### config.mk
export PLATFORM = sky130hd
export DESIGN_NAME = mem_lsu_pipe
export DESIGN_NICKNAME = d
export VERILOG_FILES = /design/src/rtl/lsu_pkg.sv /design/src/rtl/lsu_track_fifo.sv /design/src/rtl/mem_lsu_pipe.sv
export SDC_FILE = /design/constraint.sdc
export NUM_CORES = 1
export LEC_CHECK = 0
export CAP_MARGIN = 20
export CORE_MARGIN = 2
export CORE_UTILIZATION = 45
export DETAILED_ROUTE_END_ITERATION = 6
export MAX_ROUTING_LAYER = met4
export PLACE_DENSITY = 0.8
export SETUP_SLACK_MARGIN = 0.3
export SLEW_MARGIN = 20
export SYNTH_ARGS = -nofsm -noshare
export SYNTH_HDL_FRONTEND = slang
export SYNTH_SLANG_ARGS = --single-unit
### constraint.sdc
create_clock -name cpu_clk_50M -period 2.1 [get_ports cpu_clk_50M]
set_input_delay 0.42 -clock cpu_clk_50M [delete_from_list [all_inputs] [get_ports cpu_clk_50M]]
set_output_delay 0.42 -clock cpu_clk_50M [all_outputs]
set_load 0.02 [all_outputs]
### src/rtl/lsu_pkg.sv
// Shared encodings, tracking-entry layout and data-lane helpers for the MEM-stage load/store unit.
package lsu_pkg;

   localparam int unsigned TAG_W = 5;

   localparam logic [2:0] LSU_LB  = 3'd0;
   localparam logic [2:0] LSU_LBU = 3'd1;
   localparam logic [2:0] LSU_LH  = 3'd2;
   localparam logic [2:0] LSU_LHU = 3'd3;
   localparam logic [2:0] LSU_LW  = 3'd4;
   localparam logic [2:0] LSU_SB  = 3'd5;
   localparam logic [2:0] LSU_SH  = 3'd6;
   localparam logic [2:0] LSU_SW  = 3'd7;

   localparam logic [1:0] SIZE_B = 2'd0;
   localparam logic [1:0] SIZE_H = 2'd1;
   localparam logic [1:0] SIZE_W = 2'd2;

   localparam logic [4:0] EXC_ADEL = 5'h04;
   localparam logic [4:0] EXC_ADES = 5'h05;

   // kill must stay the LSB: the tracking FIFO flags it in place on flush
   typedef struct packed {
      logic [TAG_W-1:0] tag;
      logic [2:0]       op;
      logic [1:0]       off;
      logic             kill;
   } trk_entry_t;

   localparam int unsigned TRK_W = $bits(trk_entry_t);

   function automatic logic op_is_store(input logic [2:0] op);
      return (op == LSU_SB) || (op == LSU_SH) || (op == LSU_SW);
   endfunction

   function automatic logic [1:0] op_size(input logic [2:0] op);
      case (op)
         LSU_LB, LSU_LBU, LSU_SB: return SIZE_B;
         LSU_LH, LSU_LHU, LSU_SH: return SIZE_H;
         default:                 return SIZE_W;
      endcase
   endfunction

   function automatic logic op_misaligned(input logic [2:0] op, input logic [1:0] off);
      case (op_size(op))
         SIZE_H:  return off[0];
         SIZE_W:  return off != 2'd0;
         default: return 1'b0;
      endcase
   endfunction

   function automatic logic [31:0] store_lanes(input logic [2:0] op, input logic [31:0] wdata);
      case (op_size(op))
         SIZE_B:  return {4{wdata[7:0]}};
         SIZE_H:  return {2{wdata[15:0]}};
         default: return wdata;
      endcase
   endfunction

   // Little-endian lane pick followed by sign/zero extension
   function automatic logic [31:0] load_align(input logic [2:0] op, input logic [1:0] off,
                                              input logic [31:0] rdata);
      logic [7:0]  b;
      logic [15:0] h;
      case (off)
         2'd0:    b = rdata[7:0];
         2'd1:    b = rdata[15:8];
         2'd2:    b = rdata[23:16];
         default: b = rdata[31:24];
      endcase
      h = off[1] ? rdata[31:16] : rdata[15:0];
      case (op)
         LSU_LB:  return {{24{b[7]}}, b};
         LSU_LBU: return {24'd0, b};
         LSU_LH:  return {{16{h[15]}}, h};
         LSU_LHU: return {16'd0, h};
         default: return rdata;
      endcase
   endfunction

endpackage

### src/rtl/lsu_track_fifo.sv
// Circular FIFO tracking accepted-but-unanswered bus accesses; bit 0 of each entry is its kill flag.
module lsu_track_fifo #(
   parameter int unsigned DEPTH = 2,
   parameter int unsigned WIDTH = 11
) (
   input  logic             clk,
   input  logic             rst,
   input  logic             push,
   input  logic [WIDTH-1:0] push_data,
   input  logic             pop,
   input  logic             kill_all,
   output logic             full,
   output logic             empty,
   output logic [WIDTH-1:0] head
);

   localparam int unsigned PTR_W = (DEPTH > 1) ? $clog2(DEPTH) : 1;
   localparam int unsigned CNT_W = $clog2(DEPTH + 1);

   logic [WIDTH-1:0] mem [DEPTH];
   logic [PTR_W-1:0] wr_ptr;
   logic [PTR_W-1:0] rd_ptr;
   logic [CNT_W-1:0] count;
   logic             do_push;
   logic             do_pop;

   function automatic logic [PTR_W-1:0] ptr_inc(input logic [PTR_W-1:0] p);
      return (p == PTR_W'(DEPTH - 1)) ? '0 : p + PTR_W'(1);
   endfunction

   assign empty   = (count == '0);
   assign full    = (count == CNT_W'(DEPTH));
   assign do_pop  = pop & !empty;
   assign do_push = push & (!full | do_pop);
   assign head    = mem[rd_ptr];

   always_ff @(posedge clk) begin
      if (rst) begin
         wr_ptr <= '0;
         rd_ptr <= '0;
         count  <= '0;
      end else begin
         if (do_push) wr_ptr <= ptr_inc(wr_ptr);
         if (do_pop)  rd_ptr <= ptr_inc(rd_ptr);
         case ({do_push, do_pop})
            2'b10:   count <= count + CNT_W'(1);
            2'b01:   count <= count - CNT_W'(1);
            default: count <= count;
         endcase
      end
   end

   // Storage needs no reset; occupancy is governed by the pointers
   always_ff @(posedge clk) begin
      if (kill_all) begin
         for (int i = 0; i < int'(DEPTH); i++) mem[i][0] <= 1'b1;
      end
      if (do_push) mem[wr_ptr] <= push_data;
   end

endmodule

### src/rtl/mem_lsu_pipe.sv
// MEM-stage load/store unit: issues one SRAM-like bus access at a time, tracks up to OUTSTANDING
// in flight, aligns load data and flags misaligned accesses; flush drains in-flight accesses silently.
module mem_lsu_pipe
   import lsu_pkg::*;
#(
   parameter int unsigned        ADDR_W      = 32,
   parameter int unsigned        OUTSTANDING = 2,
   parameter logic [ADDR_W-1:0]  ADDR_MASK   = ADDR_W'(32'h1FFF_FFFF)
) (
   input  logic              cpu_clk_50M,
   input  logic              cpu_rst,
   input  logic              req_valid,
   output logic              req_ready,
   input  logic [2:0]        req_op,
   input  logic [ADDR_W-1:0] req_addr,
   input  logic [31:0]       req_wdata,
   input  logic [4:0]        req_tag,
   output logic              data_req,
   output logic              data_wr,
   output logic [1:0]        data_size,
   output logic [ADDR_W-1:0] data_addr,
   output logic [31:0]       data_wdata,
   input  logic              data_addr_ok,
   input  logic              data_data_ok,
   input  logic [31:0]       data_rdata,
   input  logic              flush,
   output logic              resp_valid,
   output logic              resp_is_load,
   output logic [4:0]        resp_tag,
   output logic [31:0]       resp_rdata,
   output logic              exc_valid,
   output logic [4:0]        exc_code,
   output logic [ADDR_W-1:0] exc_badvaddr,
   output logic              busy
);

   typedef enum logic {IDLE, ISSUE} state_t;

   state_t      state;
   logic [4:0]  tag_q;
   logic [2:0]  op_q;
   logic [1:0]  off_q;
   logic        kill_q;
   logic        fifo_full;
   logic        fifo_empty;
   logic        accept;
   logic        misaligned;
   logic        push;
   trk_entry_t  push_entry;
   trk_entry_t  head;

   assign req_ready  = !cpu_rst && (state == IDLE) && !fifo_full && !flush;
   assign busy       = !cpu_rst && ((state != IDLE) || !fifo_empty);
   assign data_req   = !cpu_rst && (state == ISSUE);
   assign accept     = req_valid & req_ready;
   assign misaligned = op_misaligned(req_op, req_addr[1:0]);
   assign push       = (state == ISSUE) & data_addr_ok;
   assign push_entry = '{tag: tag_q, op: op_q, off: off_q, kill: kill_q | flush};

   lsu_track_fifo #(
      .DEPTH (OUTSTANDING),
      .WIDTH (TRK_W)
   ) u_track (
      .clk       (cpu_clk_50M),
      .rst       (cpu_rst),
      .push      (push),
      .push_data (push_entry),
      .pop       (data_data_ok),
      .kill_all  (flush),
      .full      (fifo_full),
      .empty     (fifo_empty),
      .head      (head)
   );

   always_ff @(posedge cpu_clk_50M) begin
      if (cpu_rst) begin
         state        <= IDLE;
         tag_q        <= '0;
         op_q         <= '0;
         off_q        <= '0;
         kill_q       <= 1'b0;
         data_wr      <= 1'b0;
         data_size    <= '0;
         data_addr    <= '0;
         data_wdata   <= '0;
         resp_valid   <= 1'b0;
         resp_is_load <= 1'b0;
         resp_tag     <= '0;
         resp_rdata   <= '0;
         exc_valid    <= 1'b0;
         exc_code     <= '0;
         exc_badvaddr <= '0;
      end else begin
         resp_valid <= 1'b0;
         exc_valid  <= 1'b0;
         case (state)
            IDLE: begin
               if (accept && misaligned) begin
                  exc_valid    <= !flush;
                  exc_code     <= op_is_store(req_op) ? EXC_ADES : EXC_ADEL;
                  exc_badvaddr <= req_addr;
               end else if (accept) begin
                  data_addr  <= req_addr & ADDR_MASK;
                  data_size  <= op_size(req_op);
                  data_wr    <= op_is_store(req_op);
                  data_wdata <= store_lanes(req_op, req_wdata);
                  tag_q      <= req_tag;
                  op_q       <= req_op;
                  off_q      <= req_addr[1:0];
                  kill_q     <= 1'b0;
                  state      <= ISSUE;
               end
            end
            ISSUE: begin
               // A request cannot be retracted; a flush only marks it for silent drain
               if (flush) kill_q <= 1'b1;
               if (data_addr_ok) state <= IDLE;
            end
            default: state <= IDLE;
         endcase
         if (data_data_ok && !fifo_empty && !head.kill) begin
            resp_valid   <= 1'b1;
            resp_is_load <= !op_is_store(head.op);
            resp_tag     <= head.tag;
            resp_rdata   <= op_is_store(head.op) ? 32'd0 : load_align(head.op, head.off, data_rdata);
         end
      end
   end

endmodule

# Yosys cells after proc, flatten, opt, wreduce, memory -nomap -nowiden
# Memory sizes are Yosys's and may differ from the RTL's. A register that Yosys moved wholly into a read port is not among the register bits.
# Index checks and enable logic that the tools add are counted.
[word_totals]
regBits = 157
mem_bits_rw = 22
in_bits = 110
out_inout_bits = 147
word_cells = 117
n_memories = 1
[mem_list]
columns = ["memory", "words", "word_bits", "rd", "rd_ports_with_merged_regs", "write_ports", "line_no", "rtl"]
rows = [
  ["u_track.mem", 2, 11, 1, 1, 3, "lsu_track_fifo.sv:20", "logic [WIDTH-1:0] mem [DEPTH];"],
]
[op_classes]
add_sub_neg = 4
n_eq_ne = 23
n_mux = 30
n_bitwise = 8
reduce_logical = 32
[op_table]
columns = ["op", "n"]
rows = [
  ["case mux 32 bit (4 select lines)", 1],
  ["case mux 32 bit (2 select lines)", 1],
  ["two-way mux 32 bit", 1],
  ["case mux 8 bit (3 select lines)", 1],
  ["== test 3 bit, second input constant", 6],
  ["two-way mux 1 bit", 16],
  ["two-way mux 16 bit", 1],
  ["== test 3 x 2 -> 1 bit, second input constant", 4],
  ["OR reduction 3 bit", 3],
  ["== test 2 x 1 -> 1 bit, second input constant", 4],
  ["== test 2 bit, second input constant", 4],
  ["logical AND 1 bit", 8],
  ["two-way mux 2 bit", 4],
  ["case mux 2 bit (2 select lines)", 2],
  ["== test 3 x 1 -> 1 bit, second input constant", 2],
  ["zero test 1 bit", 6],
  ["zero test 2 bit", 3],
  ["zero test 3 bit", 2],
  ["!= test 2 bit, second input constant", 3],
  ["case mux 1 bit (2 select lines)", 3],
  ["AND reduction 3 bit", 2],
  ["logical OR 1 bit", 5],
  ["AND 1 bit", 4],
  ["nonzero test 2 bit", 2],
  ["6 further kinds", 9],
]

# Logic depth before layout (Yosys ltp)
# Gate-level depths: netlist (run 1).
[depth]
depth_word = 11
ltp_mapped = 8
ltp_nobuf = 5

# Hierarchy
# From an unflattened synthesis (run 1), not the netlist that was laid out.
[hier_totals]
cells_unflattened = 741
hier_area_um2 = 7582.3
[by_module_without_submodules]
columns = ["mod", "n_inst", "cells_each", "area_per_inst_um2"]
rows = [
  ["mem_lsu_pipe", 1, 671, 6515.0],
  ["lsu_track_fifo", 1, 70, 1067.3],
]

# Worst setup path before layout (run 1)
# No wires, ideal clock.
[synth_path]
kind = "register to register"
start = "reg u_track.count[1]"
end = "mem u_track.mem[0][0]"
setup_ps = 117
t_arrival_ps = 1752
required_ps = 1983
slack_ps = 232
stages_incl_launch_ff = 6
path_buffers = 1
path_cell_list = "dfxtp_1 > clkbuf_1 > nor3b_1 > nor3_1 > mux2i_1 > nand2b_1"
[synth_rtl]
columns = ["item", "line_no", "rtl"]
rows = [
  ["from (decl)", "lsu_track_fifo.sv:23", "logic [CNT_W-1:0] count;"],
  ["from (signal assigned)", "lsu_track_fifo.sv:46", "2'b10: count <= count + CNT_W'(1);"],
  ["from (signal assigned)", "lsu_track_fifo.sv:47", "2'b01: count <= count - CNT_W'(1);"],
  ["from (signal assigned)", "lsu_track_fifo.sv:48", "default: count <= count;"],
  ["to (decl)", "lsu_track_fifo.sv:20", ""],
]

==> results of run 1 <==
[critical path, stage by stage (launching register included)]
cell and delay (ns):
edfxtp_1 0.57, mux2i_4 0.14, a221o_1 0.38, a211oi_4 0.33, o211ai_2 0.13, buf_12 0.18
o21ai_0 0.17
[state kept, by name, summed over array words and instances, names as in the netlist, named ones only]
register / cells
op_q: 3
data_size: 2
data_wdata: 32
exc_valid: 1
u_track.wr_ptr: 1
kill_q: 1
u_track.mem: 22
exc_badvaddr: 32
off_q: 1
resp_rdata: 32
resp_tag: 5
resp_is_load: 1
u_track.rd_ptr: 1
state: 1
tag_q: 5
data_addr: 28
exc_code: 2
u_track.count: 2
data_wr: 1
resp_valid: 1
[power by group]
part	leakage [nW]	switching, mW	internal [mW]
Clock	0.274	1.35	1.70
Sequential	1.46	0.0413	3.45
Combinational	3.49	0.462	0.437
Total	5.23	1.85	5.59
[cell families after synthesis]
family	after synthesis	share of synthesized area
xor gates and xnor gates	3	0.003572
AOI/OAI and AO/OA	197	0.1735
and+or+nand+nor	300	0.1706
other	1	0.0005097
DFF	175	0.5034
muxes	73	0.1024
buffers and inverters	70	0.04609
[what timing repair did]
| item | 4_1_cts | 5_1_grt |
|---|---|---|
| gates resized for setup | 138 | 71 |
| cloned | 3 | 0 |
| hold buffers | 0 | 0 |
| setup endpoints to repair | 159 | 173 |
| endpoints found under the hold margin | 0 | 0 |
| pin swaps | 8 | 11 |
| buffers inserted | 8 | 11 |
[final cells by class]
type | instances | area, sq um
clock inverter | 11 | 106.4
multi-input combinational | 579 | 3540
sequential | 175 | 3716
antenna | 4 | 10.01
tap | 216 | 270.3
clock buffer | 20 | 456.7
fill | 1213 | 4556
timing repair buffer | 334 | 3258
inverter | 8 | 30.03
[worst max-delay path by stage]
stage                       from        endpoint  slack [ns]
2_1_floorplan            cpu_rst            busy        0.32
3_3_place_gp      data_rdata[23]  resp_rdata[13]       -0.19
3_5_place_dp      data_rdata[23]  resp_rdata[31]       -0.24
4_1_cts                    flush       req_ready        0.18
5_1_grt        u_track.mem[1][2]  resp_rdata[18]        0.05
6_report       u_track.mem[1][2]  resp_rdata[18]        0.12
[cell usage in the layout, fill, tap and decap left out, drive strengths merged, types with 4 or more instances in the layout]
cell           count
nand3             13
a2111oi            5
a21oi             58
nor2              93
conb               6
clkbuf            21
o31ai              5
dlygate4sd2      105
mux2               5
nor3              22
nand2            149
nand2b             5
o21ai             65
inv               12
dlymetal6s2s      34
a21o               4
clkdlybuf4s50    107
clkinv             4
dfxtp            155
o221ai             6
buf               85
diode              4
mux2i             68
a211oi            23
edfxtp            20
o2bb2ai            8
[synthesized netlist by cell type (12+ instances only)]
cell	number	area [sq um]
clkbuf_1	36	135.1
nor2_1	92	345.3
nor3_1	21	105.1
a211oi_1	22	165.2
edfxtp_1	20	600.6
nand3_1	13	65.06
dfxtp_1	155	3103
mux2i_1	67	670.6
o21ai_0	53	265.3
nand2_1	149	559.3
a21oi_1	58	290.3
buf_2	12	60.06
[layer usage]
layer  routed length, um  part of all wire  up-vias  GRT usage
met5                   0                 0        -          -
met4                 900             0.036        0     0.1322
met3                2201             0.089       70    0.09266
met2               11960              0.48      380     0.4525
met1                9685              0.39     3468     0.3140
li1                    -                 -     3455          -
[through the flow]
stage          power [mW]  setup TNS (ns)
2_1_floorplan       3.932               0
3_3_place_gp        4.431          -11.16
3_5_place_dp        4.442          -19.41
4_1_cts             7.443               0
5_1_grt             7.699               0
6_report            7.439               0
==> metrics, run 1 <==
row cnt=46; yosys warns=0; CTS tree=yes; cts bufs inserted=17; Crit Path Category=reg -> reg; Final WS setup=0.1176 ns; worst hold stages=3; global-route wire length before repair=37590 um; Core Util, Final=0.7143; starting density of the core=0.4615; CP arrival=2.33 ns; CP Capture Type=register; HPWL Detailed=17080 um; RSZ-0062 raised after global routing=yes; vias in the first global route=7272; final hold vios=0; post-DR vias/cell=5.474; Final Max Slew Viols=0; maximum vdd drop=0.5711 mV; fmax=504.5 MHz; Worst slew margin=0.6089; DP Area=10440 sq um; via count=7373; share of layout cells above drive strength 1=0.1597; H-Tree Depth=4; Pwr Density=653.3 nW/um^2; GP Congestion=0.8965; drt total wl=24740 um; Crit path required time=2.45 ns; P_leak=5.227 nW; number of synthesized flops with an enable pin=20; #FFs+latches synth=175; # port buffers=250; clock sinks=175; final setup vio count=0; DP Worst Slack=-0.2417 ns; Area Overhead vs Synth=54.78%; remaining antenna violation count=0; RR Startpoint=u_track.mem[1][2]; Final Cell Area=11390 sq um; sequential share of the synthesized area=0.5034; Iteration-0 DRC Markers=487; Max Fanout on Critical Path=16; Post-layout nets=1225; TritonRoute pass-1 iters=5; largest net degree at the start of global routing=58; hold slack=0.4050 ns; Die Ht=131.9 um; die area=17390 sq um; Routed WL per cell=18.37 um; Mapped Avg Cell Area=8.983 sq um; Ports=257; placed cell count=1290; Cell Area, Synth=7357 sq um; number of antenna violations at the first check in global routing=4; Hold EP=u_track.mem[1][0]; CTS clk-pin slew, worst paths=0.06 ns; Tmin final=1.982 ns; clock latency on the worst-skew pair=0.43 ns; Core ar.=15940 sq um; Post-Synthesis Cells=819; Die X=131.9 um; setup slack, reg-to-reg=0.12 ns; Remaining DRCs=0; crit start category=register; Hold WC Path Type=in -> reg; Worst Tran Pin Value=0.5867 ns; clk root buf=clkbuf_16; Worst R2R End=resp_rdata[18]; Total GRT Usage=0.2804; Cell variety after synth=62; maximum clock insertion buffer count=2; Setup Skew=0.008634 ns; fin crit share=0.9440; ys flop type=dfxtp_1; asr flop ratio synth=0; Non-Filler Instances=1347; cells on worst reg2reg path=6; Max-Cap Viols=0; status=finished clean; GR Overflow Total=0; HP Start=flush
(Power assumes the default switching activity.)
==> run 2: changes to the inputs <==
CORE_UTILIZATION = 40   (was 45)
PLACE_DENSITY = 0.72   (was 0.8)
==> metrics, run 2 (synthesis gave the netlist of run 1 again) <==
status=finished clean (unchanged); Core ar.=18020 sq um (was 15940 sq um); final setup TNS=0 ns (unchanged); Final Max Slew Viols=0 (unchanged); critical path launch point=u_track.mem[1][2] (unchanged); Crit Path Category=reg -> reg (unchanged); commonest non-fill, non-tap cell in the layout=dfxtp_1 (unchanged); post-DR vias/cell=5.362 (was 5.474); critical path's slowest cell=edfxtp_1 (unchanged); CP arrival=2.35 ns (was 2.33 ns); final hold vios=0 (unchanged); number of antenna violations at the first check in global routing=2 (was 4); Hold WC Path Type=in -> reg (unchanged); CTS tree=yes (unchanged); Iteration-0 DRC Markers=360 (was 487); Max Fanout on Critical Path=6 (was 16); GR Overflow Total=0 (unchanged); HPWL Detailed=17080 um (about the same); Remaining DRCs=0 (unchanged); fill count=1458 (was 1213); Worst Tran Pin Value=0.5716 ns (was 0.5867 ns); remaining antenna violation count=0 (unchanged); # port buffers=250 (unchanged); P_leak=5.262 nW (was 5.227 nW); fmax=487.9 MHz (was 504.5 MHz); cts hold-fix bufs=0 (unchanged); Die X=139.6 um (was 131.9 um); H-Tree Depth=4 (unchanged); via count=7389 (was 7373); CP Buf/Inv Count=1 (unchanged); die area=19490 sq um (was 17390 sq um); clk root buf=clkbuf_16 (unchanged); maximum clock insertion buffer count=2 (unchanged); Worst slew margin=0.6189 (was 0.6089); setup slack, reg-to-reg=0.05 ns (was 0.12 ns); CTS clk-pin slew, worst paths=0.06 ns (about the same); CP Capture Point=resp_rdata[15] (was resp_rdata[18]); Worst R2R End=resp_rdata[15] (was resp_rdata[18]); Tmin final=2.049 ns (was 1.982 ns); starting density of the core=0.4082 (was 0.4615); Final Cell Area=11860 sq um (was 11390 sq um); Routed WL per cell=18.26 um (was 18.37 um); Post-layout nets=1244 (was 1225); RSZ-0062 raised after global routing=yes (unchanged); crit-path max cell delay=0.56 ns (was 0.57 ns); Max-Cap Viols=0 (unchanged); Setup Skew=0.01078 ns (was 0.008634 ns); Ports=257 (unchanged); Total GRT Usage=0.2444 (was 0.2804); most frequent cells in the layout=dfxtp_1, nand2_1, dlygate4sd2_1, clkdlybuf4s50_1, nor2_1 (was dfxtp_1, nand2_1, clkdlybuf4s50_1, dlygate4sd2_1, nor2_1); TritonRoute pass-1 iters=5 (unchanged); RR Startpoint=u_track.mem[1][2] (unchanged); share of layout cells above drive strength 1=0.2092 (was 0.1597); vias in the first global route=7022 (was 7272); Crit path required time=2.40 ns (was 2.45 ns); clock sinks=175 (unchanged); Crit path depth=6 (unchanged); cells on worst reg2reg path=6 (unchanged); global-route wire length before repair=36880 um (was 37590 um); fin crit share=0.9759 (was 0.9440); crit path cell chain=a21oi_1 > a221o_1 > a211oi_2 > buf_4 > a2111oi_0 > a2111oi_1 (was mux2i_4 > a221o_1 > a211oi_4 > o211ai_2 > buf_12 > o21ai_0); final setup vio count=0 (unchanged); DP Area=10460 sq um (was 10440 sq um); crit start category=register (unchanged); Pwr Density=630.7 nW/um^2 (was 653.3 nW/um^2); HP Start=flush (unchanged); cts bufs inserted=17 (unchanged); drt total wl=25170 um (was 24740 um); cell family with the largest share of critical-path delay=compound AO/OA/AOI/OAI gates (unchanged); Area Overhead vs Synth=61.21% (was 54.78%); clock latency on the worst-skew pair=0.44 ns (was 0.43 ns); CP Capture Type=register (unchanged); largest net degree at the start of global routing=49 (was 58); maximum vdd drop=0.6315 mV (was 0.5711 mV); largest registers=data_wdata x32, exc_badvaddr x32, resp_rdata x32 (unchanged); Die Ht=139.6 um (was 131.9 um); row cnt=49 (was 46); hold slack=0.3780 ns (was 0.4050 ns); total power=7.481 mW (was 7.439 mW); GP Congestion=0.9815 (was 0.8965)
==> run 2: timing repair <==
| action | 4_1_cts | 5_1_grt |
|---|---|---|
| cloned | 1 | 11 |
| setup buffers | 16 | 13 |
| resized for setup | 167 | 104 |
| pin swaps | 8 | 54 |
| setup endpoints to repair | 160 | 148 |
==> run 2: layout make-up <==
class                   count  area (sq um)  share of cell area
clock inverters            13         112.6            0.009495
multi-input cells         580          3751              0.3163
inverters                   8         30.03            0.002532
repair buffers            352          3513              0.2962
flip-flops and latches    175          3709              0.3127
clock buffers              19         452.9             0.03819
diodes                      2         5.005           0.0004220
well taps                 229         286.5             0.02416
==> run 2: through the flow <==
step | utilization | std cells | setup slack, ns
after floorplan | - | 824 | 0.3167
after global placement | 0.5804 | 1303 | -0.2099
after detailed placement | 0.5804 | 1303 | -0.2753
after CTS | 0.6182 | 1352 | 0.1711
after global routing | 0.6580 | 1378 | 0.03200
final | 0.6580 | 1378 | 0.05059
==> run 2: how the worst min path moves through the flow <==
stage / endpoint / cells past startpoint
2_1_floorplan: u_track.mem[0][10] / 0
3_3_place_gp: u_track.mem[0][6] / 0
3_5_place_dp: u_track.mem[1][10] / 0
4_1_cts: resp_rdata[31] / 2
5_1_grt: u_track.mem[1][0] / 3
6_report: u_track.mem[1][0] / 3
==> run 2: worst reg2reg max path, stage by stage (launching register included) <==
cell and delay, ns:
edfxtp_1 0.56, a21oi_1 0.13, a221o_1 0.40, a211oi_2 0.21, buf_4 0.18, a2111oi_0 0.07, a2111oi_1 0.38
==> run 2: report_power, final <==
| part | internal [mW] | switching [mW] |
|---|---|---|
| Clock | 1.70 | 1.35 |
| Combinational | 0.463 | 0.483 |
| Sequential | 3.45 | 0.0424 |
| Total | 5.61 | 1.87 |
==> run 2: routing by layer <==
| layer | part of all wire | up-vias | GRT usage |
|---|---|---|---|
| met4 | 0.026 | 0 | 0.09000 |
| met3 | 0.094 | 55 | 0.08981 |
| met1 | 0.39 | 3513 | 0.2775 |
| li1 | - | 3499 | - |
| met5 | 0 | - | - |
| met2 | 0.49 | 322 | 0.3965 |
==> run 3: changes to the inputs <==
CORE_MARGIN = 1   (was 2)
CTS_BUF_LIST = sky130_fd_sc_hd__clkbuf_4 sky130_fd_sc_hd__clkbuf_8   (was default)
==> metrics, run 3 (synthesis gave the netlist of run 1 again) <==
status=complete, but fails checks (was finished clean); failing checks=design-rule violations; crit start category=register (unchanged); largest registers=data_wdata x32, exc_badvaddr x32, resp_rdata x32 (unchanged); cts hold-fix bufs=0 (unchanged); final hold vios=0 (unchanged); Total GRT Usage=0.2549 (was 0.2444); most frequent cells in the layout=dfxtp_1, nand2_1, dlygate4sd2_1, clkdlybuf4s50_1, nor2_1 (unchanged); Final Max Slew Viols=0 (unchanged); clock power share=0.340 (was 0.407); GP Congestion=0.9324 (was 0.9815); sw power=1.878 mW (was 1.873 mW); Hold EP=u_track.count[0] (was u_track.mem[1][0]); TritonRoute pass-1 iters=7 (was 5); commonest non-fill, non-tap cell in the layout=dfxtp_1 (unchanged); clock latency on the worst-skew pair=0.48 ns (was 0.44 ns); Worst R2R End=resp_rdata[13] (was resp_rdata[15]); Crit path required time=2.44 ns (was 2.40 ns); global-route wire length before repair=35710 um (was 36880 um); worst hold stages=2 (was 3); cts bufs inserted=17 (unchanged); Hold WC Path Type=in -> reg (unchanged); H-Tree Depth=4 (unchanged); row cnt=49 (unchanged); vias in the first global route=7014 (was 7022); Ports=257 (unchanged); fin crit share=0.9830 (was 0.9759); share of layout cells above drive strength 1=0.1754 (was 0.2092); cell family with the largest share of critical-path delay=compound AO/OA/AOI/OAI gates (unchanged); CP Capture Type=register (unchanged); # port buffers=250 (unchanged); Routed WL per cell=17.57 um (was 18.26 um); largest net degree at the start of global routing=96 (was 49); drt total wl=24050 um (was 25170 um); fill count=1544 (was 1458); maximum clock insertion buffer count=2 (unchanged); P_int=4.760 mW (was 5.607 mW); crit-path max cell delay=0.54 ns (was 0.56 ns); Iteration-0 DRC Markers=339 (was 360); Top cell by count, worst path=buf_6; post-DR vias/cell=5.303 (was 5.362); Pwr Density=591.0 nW/um^2 (was 630.7 nW/um^2); cells on worst reg2reg path=8 (was 6); Area Overhead vs Synth=52.65% (was 61.21%); starting density of the core=0.4082 (unchanged); Worst slew margin=0.6650 (was 0.6189); maximum vdd drop=0.4092 mV (was 0.6315 mV); FF+latch area=3711 sq um (was 3709 sq um); Multi-input gate area=3588 sq um (was 3751 sq um); Crit path depth=8 (was 6); Die X=137.6 um (was 139.6 um); setup slack, reg-to-reg=0.04 ns (was 0.05 ns); Setup Skew=0.01594 ns (was 0.01078 ns); placed cell count=1304 (was 1303); number of antenna violations at the first check in global routing=0 (was 2); Final WS setup=0.03562 ns (was 0.05059 ns); Worst Tran Pin Value=0.4961 ns (was 0.5716 ns); via count=7260 (was 7389); combinational power share=0.134 (was 0.126); RSZ-0062 raised after global routing=yes (unchanged); Final Cell Area=11230 sq um (was 11860 sq um); Post-layout nets=1237 (was 1244); critical path launch point=u_track.mem[0][2] (was u_track.mem[1][2]); ant diodes=0 (was 2); CTS tree=yes (unchanged); Tmin final=2.064 ns (was 2.049 ns); P_leak=4.760 nW (was 5.262 nW); Max Fanout on Critical Path=7 (was 6); Core ar.=18020 sq um (unchanged); RR Startpoint=u_track.mem[0][2] (was u_track.mem[1][2]); Non-Filler Instances=1369 (was 1378); die area=18940 sq um (was 19490 sq um); final setup TNS=0 ns (unchanged); CTS clk-pin slew, worst paths=0.10 ns (was 0.06 ns); remaining antenna violation count=0 (unchanged); DP Area=10460 sq um (about the same); crit path cell chain=nand3b_1 > a21oi_2 > a211oi_2 > buf_4 > buf_6 > buf_6 > o21ai_4 > o221ai_1 (was a21oi_1 > a221o_1 > a211oi_2 > buf_4 > a2111oi_0 > a2111oi_1); fmax=484.4 MHz (was 487.9 MHz); CP Buf/Inv Count=3 (was 1); sw frac=0.2829 (was 0.2504); Die Ht=137.6 um (was 139.6 um); HPWL Detailed=16430 um (was 17080 um); Crit Path Category=reg -> reg (unchanged); GR Overflow Total=0 (unchanged); final setup vio count=0 (unchanged); total power=6.638 mW (was 7.481 mW); critical path's slowest cell=edfxtp_1 (unchanged); Remaining DRCs=5 (was 0); DP Worst Slack=-0.2830 ns (was -0.2753 ns); HP Start=cpu_rst (was flush); CP arrival=2.41 ns (was 2.35 ns); hold slack=0.1858 ns (was 0.3780 ns); Max-Cap Viols=0 (unchanged); Sequential Power Share=0.525 (was 0.467); clock sinks=175 (unchanged); Core Util, Final=0.6231 (was 0.6580); clk root buf=clkbuf_8 (was clkbuf_16)
run 3: layout make-up:
type,count,share of cell area
well taps,229,0.02551
inverters,8,0.002674
repair buffers,346,0.2887
multi-input cells,579,0.3195
flip-flops and latches,175,0.3304
clock inverters,15,0.01237
clock buffers,17,0.02083
run 3: layer usage:
layer,global-route usage,vias up,part of all wire
li1,-,3471,-
met1,0.2900,3372,0.41
met2,0.3978,346,0.47
met3,0.07984,71,0.088
met4,0.1398,0,0.040
met5,-,-,0
run 3: power by group through the flow:
stage               Combinational (mW)  Clock [mW]  Sequential, mW
floorplan                        0.304           0            3.63
global placement                 0.871           0            3.56
detailed placement               0.874           0            3.57
CTS                              0.864        2.32            3.49
global route                     0.954        2.42            3.50
finish                           0.891        2.26            3.49
run 3: worst max-delay path by stage:
stage	endpoint
after CTS	req_ready
after global placement	resp_rdata[18]
after floorplan	busy
after global routing	resp_rdata[13]
after detailed placement	resp_rdata[31]
final	resp_rdata[13]
run 3: what timing repair did:
item / in CTS / in global routing
resized for setup: 202 / 34
pin swaps: 28 / 23
buffers inserted: 25 / 6
cloned: 1 / 1
endpoints found under the setup margin: 182 / 52
